### src/rtl/wb_ctrl_sequencer.sv
// Frame-synchronous control sequencer for a white-balance corrector: mode changes, coefficient commits, calibration strobes.
// Defining WB_CTRL_SEQ_FRAME_CNT_EN adds a 16-bit start-of-frame counter on frame_cnt_o.
module wb_ctrl_sequencer #(
    parameter int unsigned COEF_WIDTH        = 20,
    parameter int unsigned FRACT_WIDTH       = 10,
    parameter int unsigned CAL_SETTLE_FRAMES = 2
) (
    input  logic                  clk_i,
    input  logic                  rst_i,
    input  logic                  sof_tvalid_i,
    input  logic                  sof_tready_i,
    input  logic                  sof_tuser_i,
    input  logic                  mode_wr_i,
    input  logic [1:0]            mode_req_i,
    input  logic                  coef_wr_i,
    input  logic [1:0]            coef_sel_i,
    input  logic [COEF_WIDTH-1:0] coef_data_i,
    input  logic                  coef_commit_i,
    input  logic                  cal_req_i,
    output logic [1:0]            mode_o,
    output logic [1:0]            man_sel_o,
    output logic [COEF_WIDTH-1:0] man_coef_o,
    output logic                  man_lock_o,
    output logic                  cal_stb_o,
    output logic                  busy_o,
    output logic                  cal_done_o
`ifdef WB_CTRL_SEQ_FRAME_CNT_EN
    ,
    output logic [15:0]           frame_cnt_o
`endif
);

    localparam int unsigned           CNT_WIDTH = 4;
    localparam logic [1:0]            MODE_CAL  = 2'd3;
    localparam logic [COEF_WIDTH-1:0] COEF_ONE  = COEF_WIDTH'(1) << FRACT_WIDTH;
    localparam logic [CNT_WIDTH-1:0]  SETTLE    = CNT_WIDTH'(CAL_SETTLE_FRAMES);

    typedef enum logic [2:0] {
        ST_IDLE,
        ST_WAIT_SOF,
        ST_WR_R,
        ST_WR_G,
        ST_WR_B,
        ST_CAL_WAIT,
        ST_CAL_STB
    } state_t;

    state_t                state, state_nxt;
    logic                  sof;
    logic                  mode_pend_vld;
    logic [1:0]            mode_pend;
    logic [COEF_WIDTH-1:0] shadow_r, shadow_g, shadow_b;
    logic [COEF_WIDTH-1:0] snap_r, snap_g, snap_b;
    logic                  commit_pend, cal_pend;
    logic                  commit_clr, cal_clr;
    logic [CNT_WIDTH-1:0]  cal_cnt, cal_cnt_nxt, cal_cnt_inc;
    logic                  lock_nxt, stb_nxt, done_nxt;
    logic [1:0]            sel_nxt;
    logic [COEF_WIDTH-1:0] coef_nxt;

    assign sof         = sof_tvalid_i & sof_tready_i & sof_tuser_i;
    assign cal_cnt_inc = cal_cnt + CNT_WIDTH'(1);
    assign busy_o      = (state != ST_IDLE) | commit_pend | cal_pend;

    // Mode request is held pending and applied only at a frame boundary
    always_ff @(posedge clk_i or posedge rst_i) begin
        if (rst_i) begin
            mode_o        <= 2'd0;
            mode_pend     <= 2'd0;
            mode_pend_vld <= 1'b0;
        end else begin
            if (sof && mode_pend_vld) begin
                mode_o <= mode_pend;
            end
            if (mode_wr_i) begin
                mode_pend     <= mode_req_i;
                mode_pend_vld <= 1'b1;
            end else if (sof) begin
                mode_pend_vld <= 1'b0;
            end
        end
    end

    // Shadow registers, commit snapshot and request flags; a new request wins over a clear
    always_ff @(posedge clk_i or posedge rst_i) begin
        if (rst_i) begin
            shadow_r    <= COEF_ONE;
            shadow_g    <= COEF_ONE;
            shadow_b    <= COEF_ONE;
            snap_r      <= COEF_ONE;
            snap_g      <= COEF_ONE;
            snap_b      <= COEF_ONE;
            commit_pend <= 1'b0;
            cal_pend    <= 1'b0;
        end else begin
            if (coef_wr_i) begin
                case (coef_sel_i)
                    2'd0:    shadow_r <= coef_data_i;
                    2'd1:    shadow_g <= coef_data_i;
                    2'd2:    shadow_b <= coef_data_i;
                    default: ;
                endcase
            end
            if (coef_commit_i) begin
                snap_r      <= shadow_r;
                snap_g      <= shadow_g;
                snap_b      <= shadow_b;
                commit_pend <= 1'b1;
            end else if (commit_clr) begin
                commit_pend <= 1'b0;
            end
            if (cal_req_i && (mode_o == MODE_CAL)) begin
                cal_pend <= 1'b1;
            end else if (cal_clr) begin
                cal_pend <= 1'b0;
            end
        end
    end

    // Next-state logic; registered outputs are derived from the next state so they align with it
    always_comb begin
        state_nxt   = state;
        cal_cnt_nxt = cal_cnt;
        commit_clr  = 1'b0;
        cal_clr     = 1'b0;
        lock_nxt    = 1'b0;
        stb_nxt     = 1'b0;
        done_nxt    = (state == ST_CAL_STB);
        sel_nxt     = man_sel_o;
        coef_nxt    = man_coef_o;

        case (state)
            ST_IDLE: begin
                if (commit_pend) begin
                    state_nxt = ST_WAIT_SOF;
                end else if (cal_pend) begin
                    state_nxt   = ST_CAL_WAIT;
                    cal_clr     = 1'b1;
                    cal_cnt_nxt = '0;
                end
            end
            ST_WAIT_SOF: begin
                if (sof) begin
                    state_nxt  = ST_WR_R;
                    commit_clr = 1'b1;
                end
            end
            ST_WR_R: state_nxt = ST_WR_G;
            ST_WR_G: state_nxt = ST_WR_B;
            ST_WR_B: state_nxt = ST_IDLE;
            ST_CAL_WAIT: begin
                if (mode_o != MODE_CAL) begin
                    state_nxt = ST_IDLE;
                end else if (sof) begin
                    cal_cnt_nxt = cal_cnt_inc;
                    if (cal_cnt_inc == SETTLE) begin
                        state_nxt = ST_CAL_STB;
                    end
                end
            end
            ST_CAL_STB: state_nxt = ST_IDLE;
            default:    state_nxt = ST_IDLE;
        endcase

        case (state_nxt)
            ST_WR_R: begin
                lock_nxt = 1'b1;
                sel_nxt  = 2'd0;
                coef_nxt = snap_r;
            end
            ST_WR_G: begin
                lock_nxt = 1'b1;
                sel_nxt  = 2'd1;
                coef_nxt = snap_g;
            end
            ST_WR_B: begin
                lock_nxt = 1'b1;
                sel_nxt  = 2'd2;
                coef_nxt = snap_b;
            end
            ST_CAL_STB: stb_nxt = 1'b1;
            default: ;
        endcase
    end

    always_ff @(posedge clk_i or posedge rst_i) begin
        if (rst_i) begin
            state      <= ST_IDLE;
            cal_cnt    <= '0;
            man_lock_o <= 1'b0;
            man_sel_o  <= 2'd0;
            man_coef_o <= '0;
            cal_stb_o  <= 1'b0;
            cal_done_o <= 1'b0;
        end else begin
            state      <= state_nxt;
            cal_cnt    <= cal_cnt_nxt;
            man_lock_o <= lock_nxt;
            man_sel_o  <= sel_nxt;
            man_coef_o <= coef_nxt;
            cal_stb_o  <= stb_nxt;
            cal_done_o <= done_nxt;
        end
    end

`ifdef WB_CTRL_SEQ_FRAME_CNT_EN
    always_ff @(posedge clk_i or posedge rst_i) begin
        if (rst_i) begin
            frame_cnt_o <= 16'd0;
        end else if (sof) begin
            frame_cnt_o <= frame_cnt_o + 16'd1;
        end
    end
`endif

endmodule

### config.mk
export PLATFORM = sky130hd
export DESIGN_NAME = wb_ctrl_sequencer
export DESIGN_NICKNAME = d
export VERILOG_FILES = /design/src/rtl/wb_ctrl_sequencer.sv
export SDC_FILE = /design/constraint.sdc
export NUM_CORES = 1
export LEC_CHECK = 0
export BUFFER_PORTS_ARGS = -buffer_cell sky130_fd_sc_hd__buf_4
export CORE_ASPECT_RATIO = 0.6
export CORE_MARGIN = 5
export CORE_UTILIZATION = 40
export CTS_BUF_LIST = sky130_fd_sc_hd__clkbuf_16
export DETAILED_ROUTE_END_ITERATION = 10
export SLEW_MARGIN = 20
export SYNTH_ARGS = -nofsm -noshare
export SYNTH_HDL_FRONTEND = slang
export SYNTH_SLANG_ARGS = --single-unit
export TNS_END_PERCENT = 10
### constraint.sdc
create_clock -name clk_i -period 4.98 [get_ports clk_i]
set_input_delay 0.249 -clock clk_i [delete_from_list [all_inputs] [get_ports clk_i]]
set_output_delay 0.249 -clock clk_i [all_outputs]
set_load 0.1 [all_outputs]
# Word level (Yosys, flattened, before mapping)
# Cells that the tools add are included.
# word_totals
regBits,159
in_bits,33
output_inout_bits,28
# op_classes
add_sub_neg,1
n_eq_ne,18
n_mux,27
bitwise,4
n_reduce_logical,15
# ops
cell,count
$pmux W20 S3,1
$mux W3,6
$mux W4,4
$pmux W3 S5,1
$mux W1,13
$eq A3 B2 Y1 const B,4
$eq A3 B3 Y1 const B,4
$ne A2 B2 Y1 const B,5
$pmux W4 S2,1
$reduce_bool A2 Y1,4
$pmux W2 S3,1
$reduce_and A2 Y1,3
$reduce_bool A3 Y1,2
$reduce_and A5 Y1,1
$add A4 B1 Y4 const B,1
$eq A2 B2 Y1 const B,2
$eq A4 B2 Y1 const B,1
$eq A3 B1 Y1 const B,1
$logic_not A3 Y1,1
$reduce_or A3 Y1,1
$and A1 B1 Y1,2
$eq A2 B1 Y1 const B,1
$logic_and A1 B1 Y1,2
$logic_not A2 Y1,1
$or A1 B1 Y1,2

# Logic depth before layout (Yosys ltp)
# Gate-level depths: netlist of run 1.
# depth
depth_word,9
ltp_mapped,7
mapped_depth_nobuf,4

# Worst setup path before layout of run 1
# No wires, ideal clock.
# synth_timing
kind,reg2reg
from,reg mode_o[1]
to,reg cal_cnt[0]
setup_ns,0.118
t_arrival_ns,1.633
required_ns,4.862
setup_slack_ns,3.229
path_stages_with_launch,4
synth_period_minus_slack_ns,1.751
path_cell_list,dfrtp_1 -> a32oi_2 -> a21o_1 -> a21o_1
# synth_via
elab_chain_cells,3
# synth_lines
element,line_no,rtl
"start, declared",20,"output logic [1:0] mode_o,"
"start signal, assigned",73,mode_o <= mode_pend;
$ne A2 B2 Y1,152,if (mode_o != MODE_CAL) begin
$ne A2 B2 Y1 (no line),--,
$reduce_and A5 Y1 (no line),--,
"end signal, assigned",197,cal_cnt <= cal_cnt_nxt;
"end, declared",56,"logic [CNT_WIDTH-1:0] cal_cnt, cal_cnt_nxt, cal_cnt_inc;"
# No other way between the ends.
# A chain may end at the register's enable or synchronous reset.

# Final worst setup path of run 1
# layout_timing
from,reg state[0]
to,out busy_o
# layout_via
elab_chain_cells,3
# layout_lines
element,line_no,rtl
"start, declared",48,"state_t state, state_nxt;"
"start signal, assigned",196,state <= state_nxt;
$reduce_bool A3 Y1,63,assign busy_o = (state != ST_IDLE) | commit_pend | cal_pend;
$or A1 B1 Y1 (2 in a row),63,
"end, declared",25,"output logic busy_o,"
# No other way between the ends.

==> summary.md, run 1 <==
| Metric | Value |
|---|---|
| Distinct cells, synth | `36` |
| Crit path max fanout | `29` |
| Worst min path class | `in2async` |
| WS Path Type | `reg2out` |
| P_leak | `0.00346 uW` |
| Syn Area/Cell | `around 14 um2` |
| Placed insts | `about 720` |
| Drt first-iter violations | `199` |
| Final setup violation count | `0` |
| Via count | `3743` |
| Row count | `36` |
| Net Count, Synth | `~500` |
| R2R Setup Slk | `between 3 and 4 ns` |
| Global Route Usage Sum | `14.2%` |
| Initial antenna violation count | `0` |
| Total Die Area | `0.0189 mm2` |
| RR Startpoint | `state[0]` |
| Layout cells sized above 1 | `31.7%` |
| PwrDens | `between 500 and 600 mW/mm2` |
| Crit start category | `register` |
| CTS hold repair buffers | `0` |
| Antenna cells | `0` |
| Sink Count | `159` |
| Clock root cell | `clkbuf_16` |
| Area leader, netlist | `dfrtp_1` |
| DP HPWL | `7680 um` |
| Initial Util | `between 40 and 50%` |
| RSZ-0062 raised after global routing | `false` |
| Tcrit/Tclk final | `45.3%` |
| Post-route cell area | `0.00767 mm2` |
| ANT nets after route | `0` |
| Post-synth EDFFs | `0` |
| Buffers on Ports | `60` |
| Status | `finished, violations left` |
| Reg2Reg Depth | `4` |
| Setup TNS | `0 ns` |
| Post-synthesis register bit count | `159` |
| CTS H-tree lvls | `4` |
| Post-synth ARST share | `100%` |
| Clk_lat worst skew | `0.41 ns` |
| Most frequent cells after synthesis | `dfrtp_1 (153), mux2_2 (64), mux2_1 (60)` |
| Worst slew pin tran | `1.02 ns` |
| Fin. Hold Viols | `23` |
| Worst rel slew slack | `31.9%` |
| Crit end category | `output pin` |
| Clock tree from TritonCTS | `built` |
| Vias per cell | `5.00` |
| Failing checks | `negative hold slack` |
| Die Y | `108 um` |
| Detailed Route WL | `12500 um` |
| Num ports | `between 60 and 70` |
| Fillers | `1398` |
| Cells after synthesis | `469` |
| Crit path launch | `state[0]` |
| Yosys warning total | `0` |
| Final Non-Filler Cells | `748` |
| Clk buf depth | `2` |
| RR Endpoint | `cal_cnt[0]` |
| CTS resizes | `0` |
| Final-report max-slew violation count | `0` |
| DRC | `0` |
| Synth Flop Type | `dfrtp_1` |
| Setup crit end | `busy_o` |
| GRT Residual Overflow | `0` |
| DP Area | `0.00708 mm2` |
| Core area | `0.0160 mm2` |
| Area grow syn2layout | `18.9%` |
| Fin crit period | `2.25 ns` |
| Cts bufs inserted | `17` |
| Final clock skew | `~0.0086 ns` |
| Setup bufs post-CTS | `0` |
| Vias in the first global route | `3896` |
| First-pass GRT wire length | `20900 um` |
| Largest net degree at the start of global routing | `117` |
| Top-area cell type share of the netlist area | `~60%` |
| WHS | `-0.0112 ns` |
| VDD IR max | `0.417 mV` |
| Synthesized area | `0.00645 mm2` |
| Wire per inst | `approximately 17 um` |
| Drt pass-1 iters | `4` |
| CP required | `4.73 ns` |
| Total of max-cap violations | `0` |
| Reg clk slew, reported paths | `~0.07 ns` |
| Count leader, synth | `dfrtp_1` |
| Seq/Total Area, Yosys | `61.8%` |
| Top cells by area, synth | `dfrtp_1 (59%), mux2_2 (11%), mux2_1 (10%)` |
| Placer Congestion | `0.745` |
| Die width | `174 um` |
| Final-stage net count | `561` |
| Worst Path Arrival | `roughly 2 ns` |
| Fmax | `0.444 GHz` |
==> cells by family (layout without fill, tap and decap cells) <==
| kind of cell | Yosys count | after routing | synth area share (%) |
|---|---|---|---|
| flip-flops | 159 | 159 | 61.8 |
| multiplexers | 144 | 144 | 24.7 |
| AND/OR/NAND/NOR | 69 | 69 | 4.83 |
| AO/OA/AOI/OAI | 60 | 60 | 5.39 |
| buffers and inverters | 33 | 103 | 2.62 |
| adder cells (fa/ha/maj) | 2 | 2 | 0.388 |
| XOR/XNOR | 2 | 2 | 0.271 |
==> placed cells by master, fill, tap and decap left out, types with 2 or more instances in the layout <==
| cell | n |
|---|---|
| dfrtp_1 | 152 |
| buf_4 | 65 |
| mux2_2 | 64 |
| mux2_1 | 60 |
| nand2_1 | 45 |
| o21ai_1 | 43 |
| mux2i_1 | 20 |
| clkbuf_16 | 17 |
| nor2_1 | 6 |
| dfstp_2 | 6 |
| inv_1 | 5 |
| clkinvlp_4 | 5 |
| nand3_1 | 4 |
| nand2b_1 | 4 |
| a21o_1 | 3 |
| bufinv_16 | 3 |
| and3_1 | 2 |
| nand4_1 | 2 |
| o2bb2ai_1 | 2 |
| a41o_1 | 2 |
| a21oi_1 | 2 |
| nand3b_1 | 2 |
| o21ai_0 | 2 |
| ha_1 | 2 |
| clkinv_1 | 2 |
| inv_6 | 2 |
==> layer usage <==
| layer | track usage [%] | wire length (um) | share of wire, % |
|---|---|---|---|
| met1 | 19.8 | 6290 | 50 |
| met4 | 4.52 | 126 | 1.0 |
| met2 | 21.8 | 5620 | 45 |
| met3 | 3.77 | 484 | 3.9 |
| met5 | 0 | 0 | 0 |
==> sequential cells by signal (all words and copies together), names as in the netlist <==
name,count
shadow_g,20
cal_cnt,4
man_sel_o,2
shadow_r,20
snap_b,20
man_coef_o,20
mode_o,2
cal_pend,1
cal_done_o,1
cal_stb_o,1
commit_pend,1
mode_pend_vld,1
snap_g,20
shadow_b,20
mode_pend,2
man_lock_o,1
snap_r,20
state,3
==> power breakdown <==
group / total (uW) / switching (uW) / internal, uW
Clock: 1310 / 526 / 786
Combinational: 1420 / 982 / 436
Sequential: 1860 / 242 / 1620
Total: 4590 / 1750 / 2840
==> area by class of cell <==
type                            instances  area, um2  share of cell area [%]
Timing Repair Buffer                   65        488                    6.36
Clock buffer                           17        425                    5.54
Inverter                                6       30.0                   0.391
Sequential cell                       159       3990                    52.0
Multi-Input combinational cell        277       2310                    30.1
Tap cell                              209        262                    3.41
Clock inverter                         15        170                    2.22
==> stage by stage <==
step                total power [uW]  hold WS, ns  worst slack, ns  util [%]
finish                          4590      -0.0112             2.73      47.9
floorplan                       2980        0.341            0.449         -
CTS                             4640       0.0302             2.71      47.8
detailed placement              3320        0.464             3.02      44.1
global placement                3280        0.456             3.07      44.1
global route                    4820       0.0344             2.62      47.9
==> worst min-delay path by stage <==
stage | startpoint | to | slack, ns | cells past startpoint
after global placement | mode_wr_i | mode_pend_vld | 0.46 | 2
final | rst_i | man_coef_o[14] | -0.01 | 2
after global routing | mode_wr_i | mode_pend_vld | 0.03 | 2
after CTS | mode_wr_i | mode_pend_vld | 0.03 | 2
after floorplan | mode_wr_i | mode_pend_vld | 0.34 | 1
after detailed placement | mode_wr_i | mode_pend_vld | 0.46 | 2
==> critical path, cell delays in order, from the launching register on <==
cell and delay, ns:
dfrtp_2 0.71, nor4_2 0.53, nand2_1 0.11, buf_4 0.24
Note: power is estimated with default switching activity, not from simulation.
==> run 2: changes to the inputs <==
clock period = 2.34 ns   (was 4.98 ns; I/O delays follow)
==> summary.md, run 2 (synthesis results as in run 1) <==
| Metric | Value |
|---|---|
| Area grow syn2layout | `23.7%` |
| Total Die Area | `approximately 0.019 mm2` |
| Via count | `3862` |
| CTS hold repair buffers | `25` |
| First-pass GRT wire length | `21700 um` |
| Clock tree from TritonCTS | `built` |
| Most common cell after layout, fill and taps aside | `dfrtp_1` |
| Tcrit/Tclk final | `between 70% and 80%` |
| Setup TNS | `0 ns` |
| ANT nets after route | `0` |
| PwrDens | `1220 mW/mm2` |
| CP Cell Sequence | `nor4_2 -> nand2_1 -> buf_4` |
| Core area | `0.0160 mm2` |
| Crit path buffers/inverters | `1` |
| Worst slew pin tran | `roughly 0.54 ns` |
| Fillers | `1412` |
| Total of max-cap violations | `0` |
| CP peak stage delay | `0.52 ns` |
| Final setup violation count | `0` |
| Setup bufs post-CTS | `0` |
| Final-report max-slew violation count | `0` |
| P_leak | `0.00360 uW` |
| Multi-input gate area | `0.00231 mm2` |
| Final-stage net count | `about 600` |
| Flop pwr share | `39.8%` |
| Initial antenna violation count | `0` |
| Clk buf depth | `2` |
| Fin util | `49.8%` |
| WHS | `a little under 0.2 ns` |
| Comb pwr share | `32.7%` |
| Crit path max fanout | `13` |
| VDD IR max | `0.718 mV` |
| Clock share of power | `27.5%` |
| WS Path Type | `reg2out` |
| CP required | `2.22 ns` |
| RSZ-0062 raised after global routing | `false` |
| Fmax | `around 0.55 GHz` |
| PnR worst setup slack | `between 0.5 and 0.6 ns` |
| Worst min path class | `in2reg` |
| Placer Congestion | `0.770` |
| Crit start category | `register` |
| Crit end category | `output pin` |
| Worst Path Arrival | `1.70 ns` |
| Die width | `about 170 um` |
| Net Switching | `3760 uW` |
| Die Y | `108 um` |
| Vias per cell | `4.96` |
| CTS resizes | `0` |
| CTS H-tree lvls | `4` |
| CP delay by family, top | `simple AND/OR/NAND/NOR gates` |
| Global Route Usage Sum | `14.5%` |
| Fin. Hold Viols | `0` |
| Drt first-iter violations | `170` |
| Clk_lat worst skew | `0.42 ns` |
| Status | `finished clean` |
| Worst rel slew slack | `64.2%` |
| Reg clk slew, reported paths | `around 0.06 ns` |
| Cts bufs inserted | `17` |
| Int Power | `6000 uW` |
| Final clock skew | `around 0.014 ns` |
| Sink Count | `159` |
| Vias in the first global route | `4022` |
| DRC | `0` |
| Detailed Route WL | `12900 um` |
| Wire per inst | `16.5 um` |
| Storage cell area | `approximately 0.004 mm2` |
| Num ports | `61` |
| Slowest-stage cell, CP | `dfrtp_2` |
| Initial Util | `40.2%` |
| Most frequent cells in the layout | `dfrtp_1 (152), buf_4 (66), mux2_2 (64)` |
| Drt pass-1 iters | `4` |
| Largest net degree at the start of global routing | `93` |
| Switching share of power | `38.5%` |
| GRT Residual Overflow | `0` |
| Clock root cell | `clkbuf_16` |
| Fin crit period | `between 1.5 and 2 ns` |
| Row count | `36` |
| Layout cells sized above 1 | `about 30%` |
| DP HPWL | `8110 um` |
| Buffers on Ports | `60` |
| Antenna cells | `0` |
| Pre-CTS WS | `0.756 ns` |
==> run 2: changes by cell type in the layout (fill, tap and decap cells not counted), moves of 2 or more <==
| cell | before | now |
|---|---|---|
| inv_6 | 2 | 4 |
| inv_1 | 5 | 7 |
| buf_12 | 0 | 4 |
| dlygate4sd3_1 | 0 | 25 |
==> run 2: stage by stage <==
| step | power [uW] | std cells | instance area, um2 |
|---|---|---|---|
| after detailed placement | 7120 | 721 | 7160 |
| after CTS | 9850 | 778 | 7980 |
| after global placement | 7050 | 721 | 7160 |
| after global routing | 10200 | 778 | 7980 |
| final | 9750 | 778 | 7980 |
| after floorplan | 6350 | 469 | 6460 |
==> run 2: area by class of cell <==
cell class	count	area share [%]
multi-input combinational	277	28.9
inverter	6	0.329
tap	209	3.28
clock buffer	17	5.33
timing repair buffer	95	10.3
sequential	159	49.9
clock inverter	15	1.83
==> run 2: power by group through the flow <==
stage	Combinational, uW	Sequential, uW	Clock, uW
global route	3400	3970	2860
detailed placement	3190	3930	0
global placement	3140	3910	0
CTS	3230	3890	2740
finish	3190	3890	2680
floorplan	1200	5140	0
==> run 2: layer usage <==
metal  vias up  wire length (um)  track usage, %
met5         -                 0               0
li1       1823                 -               -
met1      1970              6620            21.5
met2        58              5620            21.0
met3        11               463            3.53
met4         0               153            4.57
==> run 2: worst paths after layout <==
path	from	endpoint	slack [ns]	depth (start not counted)
setup / recovery	state[0]	busy_o	0.52	3
hold / removal	sof_tuser_i	mode_pend_vld	0.19	3
setup reg to reg	state[0]	man_coef_o[16]	0.75	5
hold reg to reg	shadow_r[2]	shadow_r[2]	0.48	1
max in group asynchronous	rst_i	snap_b[10]	1.19	4
min in group asynchronous	rst_i	cal_cnt[3]	0.30	3
==> run 2: tightest hold or removal path, cell delays in order <==
cell and delay (ns):
buf_4 0.12, nand3_1 0.18, a21o_1 0.15
==> run 3: changes to the inputs <==
ABC_AREA = 1   (was default)
clock period = 1.8 ns   (was 2.34 ns; I/O delays follow)
==> summary.md, run 3 <==
| Metric | Value |
|---|---|
| Num ports | `61` |
| Crit start category | `register` |
| RR Startpoint | `state[1]` |
| Die Y | `109 um` |
| Most used cell, CP | `nand2_1` |
| Initial Util | `40.4%` |
| Post-synthesis register bit count | `159` |
| Global Route Usage Sum | `18.5%` |
| Vias in the first global route | `4908` |
| Fin. Hold Viols | `0` |
| Seq/Total Area, Yosys | `61.2%` |
| Antenna cells | `0` |
| Reg2Reg Depth | `6` |
| DRC | `0` |
| Status | `finished clean` |
| Cts bufs inserted | `17` |
| Final-stage net count | `875` |
| Synth Flop Type | `dfrtp_1` |
| Clk buf depth | `2` |
| Placed insts | `1006` |
| Synthesized area | `around 0.0065 mm2` |
| Distinct cells, synth | `25` |
| Yosys warning total | `0` |
| Final Non-Filler Cells | `roughly 1100` |
| Via count | `5132` |
| Crit path max fanout | `6` |
| VDD IR max | `0.695 mV` |
| CTS H-tree lvls | `4` |
| GRT Residual Overflow | `0` |
| P_leak | `0.00423 uW` |
| Fin util | `50.1%` |
| Critical path depth | `5` |
| PnR worst setup slack | `0.106 ns` |
| Final clock skew | `approximately 0.012 ns` |
| Placer Congestion | `0.806` |
| Area leader, netlist | `dfrtp_1` |
| Net Count, Synth | `between 700 and 800` |
| Final setup violation count | `0` |
| Most frequent cells in the layout | `nand2_1 (371), dfrtp_1 (153), buf_4 (75)` |
| Initial antenna violation count | `0` |
| Detailed Route WL | `16600 um` |
| Area grow syn2layout | `24.0%` |
| Top-area cell type share of the netlist area | `58.7%` |
| Hold Path Origin | `coef_data_i[0]` |
| Top cells by area, synth | `dfrtp_1 (59%), nand2_1 (21%), o21ai_0 (5.1%)` |
| Largest net degree at the start of global routing | `62` |
| Vias per cell | `4.83` |
| Fin crit period | `roughly 1.7 ns` |
| Syn Area/Cell | `around 8.6 um2` |
| ANT nets after route | `0` |
| WS Path Type | `reg2out` |
| Clock root cell | `clkbuf_16` |
| Layout cells sized above 1 | `15.2%` |
| Crit path buffers/inverters | `2` |
| Post-synth EDFFs | `0` |
| Worst Path Arrival | `1.60 ns` |
| Sink Count | `159` |
| CP required | `1.71 ns` |
| Count leader, synth | `nand2_1` |
| Crit end category | `output pin` |
| Final-report max-slew violation count | `0` |
| Fillers | `approximately 1600` |
| Worst min path class | `in2reg` |
| Drt pass-1 iters | `5` |
| Cells after synthesis | `757` |
| RSZ-0062 raised after global routing | `false` |
| Reg clk slew, reported paths | `0.07 ns` |
| DP HPWL | `10900 um` |
| Most common cell after layout, fill and taps aside | `nand2_1` |
| PwrDens | `1510 mW/mm2` |
| Wire per inst | `15.7 um` |
| Most frequent cells after synthesis | `nand2_1 (371), dfrtp_1 (153), o21ai_0 (67)` |
| Worst rel slew slack | `between 50% and 60%` |
| Slowest-stage cell, CP | `dfrtp_1` |
| Clock tree from TritonCTS | `built` |
| Setup TNS | `0 ns` |
| Total Die Area | `0.0190 mm2` |
| Post-synth ARST share | `100%` |
| Drt first-iter violations | `442` |
| Row count | `36` |
| Worst slew pin tran | `0.650 ns` |
| Die width | `175 um` |
| First-pass GRT wire length | `roughly 27000 um` |
| CP peak stage delay | `0.43 ns` |
| Clk_lat worst skew | `0.43 ns` |
| CP Cell Sequence | `inv_2 -> nand2_1 -> nor3_2 -> nand2_1 -> buf_4` |
| Buffers on Ports | `60` |
| Total chip power | `12200 uW` |
| WHS Path Cells | `3` |
| Pre-CTS WS | `0.320 ns` |
| Crit path launch | `state[2]` |
| Fmax | `0.590 GHz` |
| Core area | `0.0161 mm2` |
| CP delay by family, top | `flip-flops` |
| Tcrit/Tclk final | `94.1%` |
| Total of max-cap violations | `0` |
-- run 3: stage by stage --
step,hold WS [ns],cell area (um2)
2_1_floorplan,0.182,6520
3_3_place_gp,0.225,7270
3_5_place_dp,0.219,7270
4_1_cts,0.0113,8080
5_1_grt,0.0479,8080
6_report,0.0171,8080
-- run 3: report_power, final --
part	switching [uW]	internal [uW]
Clock	1660	1850
Sequential	545	4300
Combinational	2960	911
-- run 3: worst paths after layout --
| check | to | slack (ns) |
|---|---|---|
| setup / recovery | busy_o | 0.11 |
| hold / removal | shadow_r[0] | 0.02 |
| setup reg to reg | man_coef_o[6] | 0.26 |
| hold reg to reg | snap_r[10] | 0.47 |
| max in group asynchronous | snap_r[10] | 0.85 |
| min in group asynchronous | shadow_b[14] | 0.32 |
-- run 3: kinds of logic (layout without fill, tap and decap cells) --
| group | count (synthesis) | count (layout) | share of synthesized area, % |
|---|---|---|---|
| simple gates | 442 | 442 | 27.2 |
| flops | 159 | 159 | 61.2 |
| buf+inv | 81 | 177 | 5.36 |
| compound gates | 72 | 72 | 5.80 |
| fa+ha+maj | 2 | 2 | 0.384 |
| xor+xnor | 1 | 1 | 0.134 |
-- run 3: cell type report --
| type | count | area [um2] | share of cell area [%] |
|---|---|---|---|
| sequential | 159 | 3990 | 49.3 |
| multi-input combinational | 517 | 2190 | 27.1 |
| timing repair buffer | 105 | 923 | 11.4 |
| clock buffer | 17 | 425 | 5.26 |
| tap | 209 | 262 | 3.24 |
| inverter | 40 | 156 | 1.93 |
| clock inverter | 15 | 141 | 1.75 |
-- run 3: metal layers --
layer / routed length [um] / up-vias / track usage [%]
met2: 6120 / 130 / 23.1
met5: 0 / - / 0
met4: 175 / 0 / 4.87
met3: 836 / 13 / 3.57
li1: - / 2560 / -
met1: 9520 / 2429 / 31.5
-- run 3: what timing repair did --
| action | 4_1_cts | 5_1_grt |
|---|---|---|
| hold buffers | 24 | 0 |
| endpoints found under the setup margin | 0 | 1 |
| setup buffers | 0 | 0 |
| resized for setup | 0 | 1 |
| endpoints found under the hold margin | 61 | 0 |
-- run 3: worst min-delay path, delay by kind of cell --
family          cells  cell delay, ns
buf+inv             2            0.16
compound gates      1            0.16
